<file path="src/rtl/ctrl_pipeline_chain.sv">
// Control-word pipeline from ID through NUM_STAGES stage registers.
// Handles load-use bubbles, branch flush and a global freeze, drives the
// PC / IF-ID enables and keeps saturating stall and flush counters.

// One stage register: control word, destination register, valid bit.
module cpc_stage #(
  parameter int CTRL_W  = 8,
  parameter int RADDR_W = 4
) (
  input  logic               clk,
  input  logic               reset_n,
  input  logic [CTRL_W-1:0]  ctrl_d,
  input  logic [RADDR_W-1:0] rd_d,
  input  logic               vld_d,
  output logic [CTRL_W-1:0]  ctrl_q,
  output logic [RADDR_W-1:0] rd_q,
  output logic               vld_q
);
  // stage register; hold/shift/bubble selection happens in the parent
  always_ff @(posedge clk or negedge reset_n) begin
    if (!reset_n) begin
      ctrl_q <= '0;
      rd_q   <= '0;
      vld_q  <= 1'b0;
    end else begin
      ctrl_q <= ctrl_d;
      rd_q   <= rd_d;
      vld_q  <= vld_d;
    end
  end
endmodule

module ctrl_pipeline_chain #(
  parameter int NUM_STAGES   = 3,
  parameter int CTRL_W       = 8,
  parameter int RADDR_W      = 4,
  parameter int REGWRITE_BIT = 7,
  parameter int MEMTOREG_BIT = 5,
  parameter int LOAD_LAT     = 1,
  parameter int BRANCH_STAGE = 1,
  parameter int STAT_W       = 16
) (
  input  logic                          clk,
  input  logic                          reset_n,
  input  logic [CTRL_W-1:0]             id_ctrl_in,
  input  logic                          id_valid_in,
  input  logic [RADDR_W-1:0]            id_rd_in,
  input  logic [RADDR_W-1:0]            id_rn_in,
  input  logic [RADDR_W-1:0]            id_rm_in,
  input  logic                          id_uses_rn,
  input  logic                          id_uses_rm,
  input  logic                          ext_stall,
  input  logic                          flush_req,
  output logic [NUM_STAGES*CTRL_W-1:0]  stage_ctrl_out,
  output logic [NUM_STAGES-1:0]         stage_valid_out,
  output logic [NUM_STAGES*RADDR_W-1:0] stage_rd_out,
  output logic                          pc_enable,
  output logic                          if_id_enable,
  output logic                          if_id_flush,
  output logic                          load_use_stall,
  output logic [STAT_W-1:0]             stall_count,
  output logic [STAT_W-1:0]             flush_count
);
  logic [NUM_STAGES-1:0][CTRL_W-1:0]  ctrl_q, ctrl_d;
  logic [NUM_STAGES-1:0][RADDR_W-1:0] rd_q, rd_d;
  logic [NUM_STAGES-1:0]              vld_q, vld_d;
  logic [STAT_W-1:0]                  stall_cnt_q, stall_cnt_d;
  logic [STAT_W-1:0]                  flush_cnt_q, flush_cnt_d;
  logic                               hazard, do_flush, do_stall;

  genvar g;
  generate
    for (g = 0; g < NUM_STAGES; g++) begin : g_stg
      cpc_stage #(.CTRL_W(CTRL_W), .RADDR_W(RADDR_W)) u_stg (
        .clk     (clk),
        .reset_n (reset_n),
        .ctrl_d  (ctrl_d[g]),
        .rd_d    (rd_d[g]),
        .vld_d   (vld_d[g]),
        .ctrl_q  (ctrl_q[g]),
        .rd_q    (rd_q[g]),
        .vld_q   (vld_q[g])
      );
      assign stage_ctrl_out[g*CTRL_W +: CTRL_W]   = ctrl_q[g];
      assign stage_rd_out[g*RADDR_W +: RADDR_W]   = rd_q[g];
      assign stage_valid_out[g]                   = vld_q[g];
    end
  endgenerate

  // raw load-use detect against the stages that cannot yet forward a load;
  // reported even when freeze/flush overrides it, the mode signals gate its effect
  always_comb begin
    hazard = 1'b0;
    for (int k = 0; k < LOAD_LAT; k++) begin
      if (vld_q[k] && ctrl_q[k][MEMTOREG_BIT] && ctrl_q[k][REGWRITE_BIT] &&
          ((id_uses_rn && (rd_q[k] == id_rn_in)) ||
           (id_uses_rm && (rd_q[k] == id_rm_in))))
        hazard = 1'b1;
    end
    hazard   = hazard & id_valid_in;
    do_flush = !ext_stall && flush_req;
    do_stall = !ext_stall && !flush_req && hazard;
  end

  // next stage contents and counters: freeze > flush > load-use > run
  always_comb begin
    ctrl_d      = ctrl_q;
    rd_d        = rd_q;
    vld_d       = vld_q;
    stall_cnt_d = stall_cnt_q;
    flush_cnt_d = flush_cnt_q;
    if (!ext_stall) begin
      for (int k = NUM_STAGES - 1; k >= 1; k--) begin
        if (do_flush && k <= BRANCH_STAGE) begin
          ctrl_d[k] = '0;
          rd_d[k]   = '0;
          vld_d[k]  = 1'b0;
        end else begin
          ctrl_d[k] = ctrl_q[k-1];
          rd_d[k]   = rd_q[k-1];
          vld_d[k]  = vld_q[k-1];
        end
      end
      if (do_flush || do_stall || !id_valid_in) begin
        ctrl_d[0] = '0;
        rd_d[0]   = '0;
        vld_d[0]  = 1'b0;
      end else begin
        ctrl_d[0] = id_ctrl_in;
        rd_d[0]   = id_rd_in;
        vld_d[0]  = 1'b1;
      end
      if (do_flush && flush_cnt_q != '1) flush_cnt_d = flush_cnt_q + STAT_W'(1);
      if (do_stall && stall_cnt_q != '1) stall_cnt_d = stall_cnt_q + STAT_W'(1);
    end
  end

  // saturating statistics counters
  always_ff @(posedge clk or negedge reset_n) begin
    if (!reset_n) begin
      stall_cnt_q <= '0;
      flush_cnt_q <= '0;
    end else begin
      stall_cnt_q <= stall_cnt_d;
      flush_cnt_q <= flush_cnt_d;
    end
  end

  // front-end enables: freeze and load-use both hold PC and IF/ID
  always_comb begin
    pc_enable      = !ext_stall && !do_stall;
    if_id_enable   = !ext_stall && !do_stall;
    if_id_flush    = do_flush;
    load_use_stall = hazard;
    stall_count    = stall_cnt_q;
    flush_count    = flush_cnt_q;
  end
endmodule

</file>
<file path="config.mk">
export PLATFORM = sky130hd
export DESIGN_NAME = ctrl_pipeline_chain
export DESIGN_NICKNAME = d
export VERILOG_FILES = /design/src/rtl/ctrl_pipeline_chain.sv
export SDC_FILE = /design/constraint.sdc
export NUM_CORES = 1
export LEC_CHECK = 0
export ABC_AREA = 1
export CAP_MARGIN = 20
export CORE_MARGIN = 2
export CORE_UTILIZATION = 52
export DETAILED_ROUTE_END_ITERATION = 8
export PLACE_DENSITY = 0.86
export SLEW_MARGIN = 10
export SYNTH_ARGS = -nofsm -noshare
export SYNTH_HDL_FRONTEND = slang
export SYNTH_SLANG_ARGS = --single-unit
</file>
<file path="constraint.sdc">
create_clock -name clk -period 2.9 [get_ports clk]
set_clock_uncertainty 0.15 [all_clocks]
set_input_delay 0.58 -clock clk [delete_from_list [all_inputs] [get_ports clk]]
set_output_delay 0.58 -clock clk [all_outputs]
set_load 0.05 [all_outputs]
</file>
# --- Word level (Yosys, flattened, before mapping) ---
# Cells that the tools add are included.
word_totals:
  register_bits: 71
  output_inout_bits: 75
  wordCells: 46
classes:
  n_addsub: 2
  n_eq_ne: 4
  n_mux: 7
  bitwise_logic: 2
  reduce_logical: 20
ops:
  columns: ["operator", "n"]
  rows:
  - ["$add A16 B1 Y16 const B", 2]
  - ["$ne A16 B16 Y1 const B", 2]
  - ["$mux W8", 2]
  - ["$logic_and A1 B1 Y1", 11]
  - ["$eq A4 B4 Y1", 2]
  - ["$mux W4", 2]
  - ["$logic_not A1 Y1", 4]
  - ["$reduce_and A2 Y1", 2]
  - ["$logic_or A1 B1 Y1", 3]
  - ["$mux W1", 3]
  - ["$and A1 B1 Y1", 1]
  - ["$not A1 Y1", 1]

# --- Longest topological paths before layout ---
# Gate-level depths: netlist (run 1).
logic_depth:
  ltp_word: 10
  depth_mapped: 10
  depth_no_buf: 10

# --- By module ---
# A second synthesis (run 1) with hierarchy kept.
unflattened:
  cells_unflattened: 432
  area_unflattened_um2: 3573.4
modules_own_cells:
  columns: ["module", "instances", "cells_each", "area_per_inst_um2", "seq_area_each_um2"]
  rows:
  - ["ctrl_pipeline_chain", 1, 393, 2597.5, 800.8]
  - ["cpc_stage", 3, 13, 325.3, 325.3]

# --- Worst setup path before layout (run 1) ---
# OpenSTA, ideal clock, no wires.
synth_timing:
  path_type: "flip-flop to output port"
  from: "register g_stg[0].u_stg.ctrl_q[5]"
  to: "output port pc_enable"
  arrival_time_ps: 1877
  required_time_ps: 2170
  path_slack_ps: 293
  path_stages_with_launch: 7
  path_buffers: 1
  cell_sequence: "dfrtp_1 > inv_2 > nor3_4 > nand3_4 > nand2_1 > inv_1 > buf_4"
synth_between:
  elab_chain_len: 8
synth_lines:
  columns: ["item", "line_no", "rtl"]
  rows:
  - ["start: declaration", "15", "output logic [CTRL_W-1:0] ctrl_q,"]
  - ["start signal: assignment", "26", "ctrl_q <= ctrl_d;"]
  - ["$logic_and A1 B1 Y1 (3 in a row)", "95", "if (vld_q[k] && ctrl_q[k][MEMTOREG_BIT] && ctrl_q[k][REGWRITE_BIT] &&"]
  - ["$mux W1", "95", null]
  - ["$and A1 B1 Y1", "100", "hazard = hazard & id_valid_in;"]
  - ["$logic_and A1 B1 Y1", "102", "do_stall = !ext_stall && !flush_req && hazard;"]
  - ["$logic_not A1 Y1", null, null]
  - ["$logic_and A1 B1 Y1", null, null]
  - ["end: declaration", "57", "output logic pc_enable,"]
# Every way passes these cells.

# --- Final worst setup path (run 1) ---
layout_timing:
  from: "input port id_rn_in[1]"
  to: "output port pc_enable"
layout_between:
  elab_chain_len: 9
layout_lines:
  columns: ["item", "line_no", "rtl"]
  rows:
  - ["start: declaration", "48", "input logic [RADDR_W-1:0] id_rn_in,"]
  - ["$eq A4 B4 Y1", "96", "((id_uses_rn && (rd_q[k] == id_rn_in)) ||"]
  - ["$logic_and A1 B1 Y1", "96", null]
  - ["$logic_or A1 B1 Y1", "96", null]
  - ["$logic_and A1 B1 Y1", "95", null]
  - ["$mux W1", "95", null]
  - ["$and A1 B1 Y1", "100", null]
  - ["$logic_and A1 B1 Y1", "102", null]
  - ["$logic_not A1 Y1", "151", "pc_enable = !ext_stall && !do_stall;"]
  - ["$logic_and A1 B1 Y1", "151", null]
# Every way passes these cells.

==> flow_summary.yaml, run 1 <==
setup_path:
  cp-end-kind: "output pin"
  max_stage_delay_ns: 0.49
  cp.required_ns: 2.17
  cp_common_cell: "nand2_1"
  crit_type: "input pin to output pin"
  worstPathCellList: "clkdlybuf4s50_1, inv_1, nand2_1, nand2_1, nor2_1, nand3_2, nand2_4, nand3_4, nand2_1, inv_1, buf_4"
  path_max_fanout: 5
  cp-start-kind: "input pin"
  cp_slowest_cell: "clkdlybuf4s50_1"
  arrival_ns: 2.05
grt:
  grt_use_total_pct: 25.17
  antenna_found_initial: 0
  grt_max_degree: 35
  grt_pass1_vias: 3197
  grt_pass1_wl_um: 14920
  grt-ovfl-total: 0
synthesis:
  yosysMostFrequentCell: "nand2_1"
  syn_area_um2: 3602
  synth_common_cells: "nand2_1 (77), dfrtp_1 (71), inv_1 (62)"
  synth_cell_types: 31
  synth_cells: 413
  synthTopCellsByArea: "dfrtp_1 (49%), nand2_1 (8.0%), inv_1 (6.5%)"
  syn_avg_cell_area_um2: 8.722
  synth_ff_type: "dfrtp_1"
  ys_ff_latch: 71
  yosysTopAreaCell: "dfrtp_1"
  synth_mux_area_share_pct: 0
  synth_warnings: 0
  synthArstFlopShare_pct: 100.0
  ys_seq_area_share_pct: 49.32
  synth_edf_count: 0
  synth_compound_area_share_pct: 9.344
  synthAdderAreaFrac_pct: 0.6947
  synthSimpleGateAreaFrac_pct: 25.32
  synthXorXnorAreaFrac_pct: 6.078
  syn-num-nets: 442
  synth_top_family_by_area: "simple AND/OR/NAND/NOR gates"
  synth_top_area_share_pct: 49.32
sta:
  worst_hold_slack_ns: 0.1357
  setup_viol: 0
  finalSetupTns_ns: 0
  hold_violations: 0
  max_freq_mhz: 359.9
  rsz0062_at_grt: "no"
  finalWorstSetupSlack_ns: 0.1216
  min_period_over_period_pct: 95.81
  min_period_ns: 2.778
  final_max_slew_viol_count: 0
  maxSlewHeadroom_pct: 49.88
  worst_pin_slew_ns: 0.7518
power:
  p_sw_share_pct: 34.31
  p_clk_share_pct: 31.5
  seqPwrFrac_pct: 43.9
  vdd_drop_max_v: 0.0004019
  combPwrFrac_pct: 24.7
  p_int_mw: 1.701
  powerDensity_nw_per_um2: 528.7
  p_leak_nw: 2.239
  finalPower_mw: 2.589
  switching_power_mw: 0.8884
routing:
  first_iter_violations: 207
  ant_nets: 0
  route.detailed.drc: 0
  vias: 3227
  vias_per_cell: 5.352
  wl_per_cell_um: 15.01
  firstDrtPassIters: 5
  routed_wl_um: 9053
clock_tree:
  clkLatencyLatePin_ns: 0.35
  cts_hold_buf: 0
  tritoncts: "done"
  clk_pin_slew_ns: 0.08
  post_cts_resized: 0
  numCtsBuffers: 9
  cts_root_buf: "clkbuf_8"
  post_cts_buffers: 0
  cts_max_path_buffers: 2
  htree_levels: 3
  cts_sinks: 71
place:
  placed_cell_area_um2: 4691
  dpl.hpwl_um: 6552
  place_ws_ns: 0.1247
  gp_congestion: 0.8825
  io_buffers: 101
die:
  num_rows: 30
  die_area_um2: 7609
  initial_utilization_pct: 53.31
  die_height_um: 87.23
  core-area_um2: 6756
  dieWidth_um: 87.23
  io_pins: 102
layout:
  fin_area_um2: 4897
  layout.nets: 547
  antenna_cells: 0
  area_growth_pct: 35.95
  drive_above_1_share_pct: 9.369
run:
  max_cap_violations: 0
worst_hold_path:
  min_path_type: "input pin to async pin"
status:
  status: "finished clean"
critical path, delay by kind of cell:
| kind | cells | cell delay [ns] |
|---|---|---|
| simple gates | 7 | 0.69 |
| buf+inv | 4 | 0.77 |
flip-flops by register name, summed over array words and instances, names as in the netlist:
register and flops:
g_stg.u_stg.ctrl_q 24, flush_count 16, stall_count 16, g_stg.u_stg.rd_q 12
g_stg.u_stg.vld_q 3
kinds of logic after synthesis:
logic type	after synthesis
and+or+nand+nor	177
buffers and inverters	81
DFF	71
AOI/OAI and AO/OA	57
xor gates and xnor gates	25
adders and majority gates	2
power by group through the flow:
| stage | clock [mW] | combinational [mW] | sequential, mW |
|---|---|---|---|
| final | 0.815 | 0.638 | 1.14 |
| after global routing | 0.873 | 0.679 | 1.15 |
| after CTS | 0.828 | 0.643 | 1.14 |
| after detailed placement | 0 | 0.639 | 1.15 |
| after global placement | 0 | 0.631 | 1.15 |
| after floorplan | 0 | 0.161 | 1.38 |
layout make-up:
type	instances	area (um2)
clock buffers	10	137.6
fillers	499	1859
repair buffers	107	1066
flip-flops and latches	71	1777
inverters	68	255.2
multi-input cells	261	1493
well taps	80	100.1
clock inverters	6	68.82
worst paths after layout:
check	from	end	slack, ns	cells past startpoint
max	id_rn_in[1]	pc_enable	0.12	11
min	reset_n	flush_count[10]$_DFFE_PN0P_	0.14	1
max reg2reg	flush_count[0]$_DFFE_PN0P_	flush_count[12]$_DFFE_PN0P_	0.72	8
min reg2reg	g_stg[2].u_stg.ctrl_q[3]$_DFFE_PN0N_	g_stg[2].u_stg.ctrl_q[3]$_DFFE_PN0N_	0.34	2
max in group asynchronous	reset_n	g_stg[1].u_stg.ctrl_q[4]$_DFFE_PN0N_	1.69	2
min in group clk	g_stg[2].u_stg.ctrl_q[3]$_DFFE_PN0N_	g_stg[2].u_stg.ctrl_q[3]$_DFFE_PN0N_	0.34	2
layer usage:
metal	vias to the layer above	GRT usage, %	routed length, um
met5	-	0	0
met4	0	11.33	175
met2	120	41.50	4480
met3	18	3.981	565
li1	1540	-	-
met1	1549	32.85	3832
layout by cell type (no fill, tap or decap), types with 2 or more instances in the layout:
cell type	Yosys	layout
o22ai_1	13	13
nand4_1	4	4
nand2_1	77	77
nand4_4	2	2
buf_4	5	8
nand3_1	43	43
clkdlybuf4s50_1	0	96
xnor2_1	7	7
clkbuf_8	0	10
dfrtp_1	71	71
nor3_1	15	15
nor2_1	20	20
nor2_4	4	4
nand3_4	2	2
o21ai_0	29	29
xor2_1	18	18
nor3_4	2	2
o21bai_1	14	14
inv_1	62	62
inv_2	6	6
buf_12	0	2
clkinv_4	0	2
ha_1	2	2
per-stage QoR:
stage / instances / util (%)
floorplan: 413 / -
global placement: 587 / 69.43
detailed placement: 587 / 69.43
CTS: 603 / 72.48
global route: 603 / 72.48
finish: 603 / 72.48
No activity file was read; power rests on OpenSTA's default activity.
==> run 2, diff against run 1 <==
--- a/config.mk
+++ b/config.mk
@@ -6,11 +6,12 @@
 export NUM_CORES = 1
 export LEC_CHECK = 0
 export ABC_AREA = 1
-export CAP_MARGIN = 20
+export CAP_MARGIN = 10
 export CORE_MARGIN = 2
 export CORE_UTILIZATION = 52
 export DETAILED_ROUTE_END_ITERATION = 8
-export PLACE_DENSITY = 0.86
+export PLACE_DENSITY = 0.91
+export SKIP_CTS_REPAIR_TIMING = 1
 export SLEW_MARGIN = 10
 export SYNTH_ARGS = -nofsm -noshare
 export SYNTH_HDL_FRONTEND = slang
==> run 2 against run 1 <==
Maximum frequency up 0.48%. Wire length up 1.8%. Combinational power up 0.6%. Worst hold slack better by 0.0068 ns. Die area unchanged. Design area down 0.10%. Setup slack better by 0.013 ns. Clock power down 2.7%. Critical path depth unchanged. Sequential share of layout area about the same. Via count up 1.0%.
==> flow_summary.yaml, run 2 (same netlist as run 1, synthesis figures left out) <==
status:
  status: "finished clean"
layout:
  layout_common_cells: "clkdlybuf4s50_1 (96), nand2_1 (77), dfrtp_1 (71)"
  layout.nets: 546
  area_growth_pct: 35.81
  largest_register: "g_stg.u_stg.ctrl_q"
  final_util_pct: 72.41
  largest_reg_flops: 24
  final_common_cell: "clkdlybuf4s50_1"
  fin_area_um2: 4892
  antenna_cells: 0
  drive_above_1_share_pct: 9.004
grt:
  use_met1_pct: 32.12
  grt-ovfl-total: 0
  busiest_layer: "met2"
  grt_max_degree: 40
  use_met3_pct: 5.498
  grt_pass1_wl_um: 14880
  antenna_found_initial: 0
  grt_util_met2_pct: 41.36
  grt_pass1_vias: 3227
  grt_use_total_pct: 25.21
power:
  switching_power_mw: 0.8943
  finalPower_mw: 2.574
  p_clk_share_pct: 30.8
  combPwrFrac_pct: 24.9
  vdd_drop_max_v: 0.0002938
  powerDensity_nw_per_um2: 526.1
  seqPwrFrac_pct: 44.3
  p_sw_share_pct: 34.75
  p_int_mw: 1.679
  p_leak_nw: 2.233
clock_tree:
  tritoncts: "done"
  numCtsBuffers: 9
  clkLatencyLatePin_ns: 0.35
  htree_levels: 3
  cts_sinks: 71
  cts_root_buf: "clkbuf_8"
  clk_pin_slew_ns: 0.08
  cts_max_path_buffers: 2
sta:
  rsz0062_at_grt: "no"
  setup_viol: 0
  maxSlewHeadroom_pct: 49.98
  min_period_over_period_pct: 95.35
  worst_pin_slew_ns: 0.7503
  final_max_slew_viol_count: 0
  max_freq_mhz: 361.6
  min_period_ns: 2.765
  finalWorstSetupSlack_ns: 0.1349
  hold_violations: 0
  finalSetupTns_ns: 0
die:
  die_area_um2: 7609
  die_height_um: 87.23
  num_rows: 30
  core-area_um2: 6756
  initial_utilization_pct: 53.31
  io_pins: 102
  dieWidth_um: 87.23
routing:
  vias_per_cell: 5.415
  ant_nets: 0
  wl_per_cell_um: 15.32
  first_iter_violations: 155
  vias: 3260
  firstDrtPassIters: 4
  routed_wl_um: 9220
  route.detailed.drc: 0
setup_path:
  arrival_ns: 2.04
  reg2reg_from: "flush_count[0]$_DFFE_PN0P_"
  cp-end-kind: "output pin"
  cp-start-kind: "input pin"
  r2r_cells: 8
  r2r_slack_ns: 0.74
  path_max_fanout: 5
  cp.required_ns: 2.17
  crit_type: "input pin to output pin"
  critPathLaunch: "id_rm_in[2]"
  r2r-end: "flush_count[5]$_DFFE_PN0P_"
place:
  dpl.hpwl_um: 6801
  io_buffers: 101
  gp_congestion: 0.9449
  placed_cell_area_um2: 4696
  place_ws_ns: 0.1172
run:
  max_cap_violations: 0
worst_hold_path:
  min_path_type: "input pin to async pin"
[run 2: final cells by class]
| class | count | area [um2] |
|---|---|---|
| fill | 475 | 1864 |
| sequential | 71 | 1777 |
| multi-input combinational | 261 | 1493 |
| timing repair buffer | 106 | 1071 |
| inverter | 68 | 255.2 |
| clock buffer | 10 | 127.6 |
| tap | 80 | 100.1 |
| clock inverter | 6 | 68.82 |
[run 2: per-layer routing]
| layer | vias to the layer above | wire length, um |
|---|---|---|
| met5 | - | 0 |
| met3 | 17 | 607 |
| met4 | 0 | 176 |
| met1 | 1582 | 3818 |
| li1 | 1535 | - |
| met2 | 126 | 4618 |
[run 2: critical path, stage by stage]
cell	delay, ns
clkdlybuf4s50_1	0.48
inv_1	0.05
nand2_1	0.05
nand2_1	0.05
nor2_1	0.09
nand3_1	0.11
nand2_4	0.16
nand3_4	0.12
nand2_1	0.11
inv_1	0.05
buf_4	0.18
[run 2: per-stage QoR]
stage | hold slack, ns | instances
after floorplan | 0.1344 | 413
after global placement | 0.3231 | 586
after detailed placement | 0.3317 | 586
after CTS | 0.1723 | 602
after global routing | 0.1965 | 602
final | 0.1425 | 602
[run 2: worst max path at each step]
stage	to	slack, ns	cells past startpoint
3_5_place_dp	flush_count[14]$_DFFE_PN0P_	0.12	7
5_1_grt	pc_enable	0.02	11
6_report	pc_enable	0.13	11
3_3_place_gp	if_id_enable	0.18	11
2_1_floorplan	pc_enable	0.29	6
4_1_cts	pc_enable	0.13	11
[run 2: power by group through the flow]
stage | logic (mW) | registers [mW] | clock network [mW]
floorplan | 0.161 | 1.38 | 0
global placement | 0.634 | 1.15 | 0
detailed placement | 0.641 | 1.15 | 0
CTS | 0.647 | 1.14 | 0.799
global route | 0.680 | 1.15 | 0.848
finish | 0.642 | 1.14 | 0.793
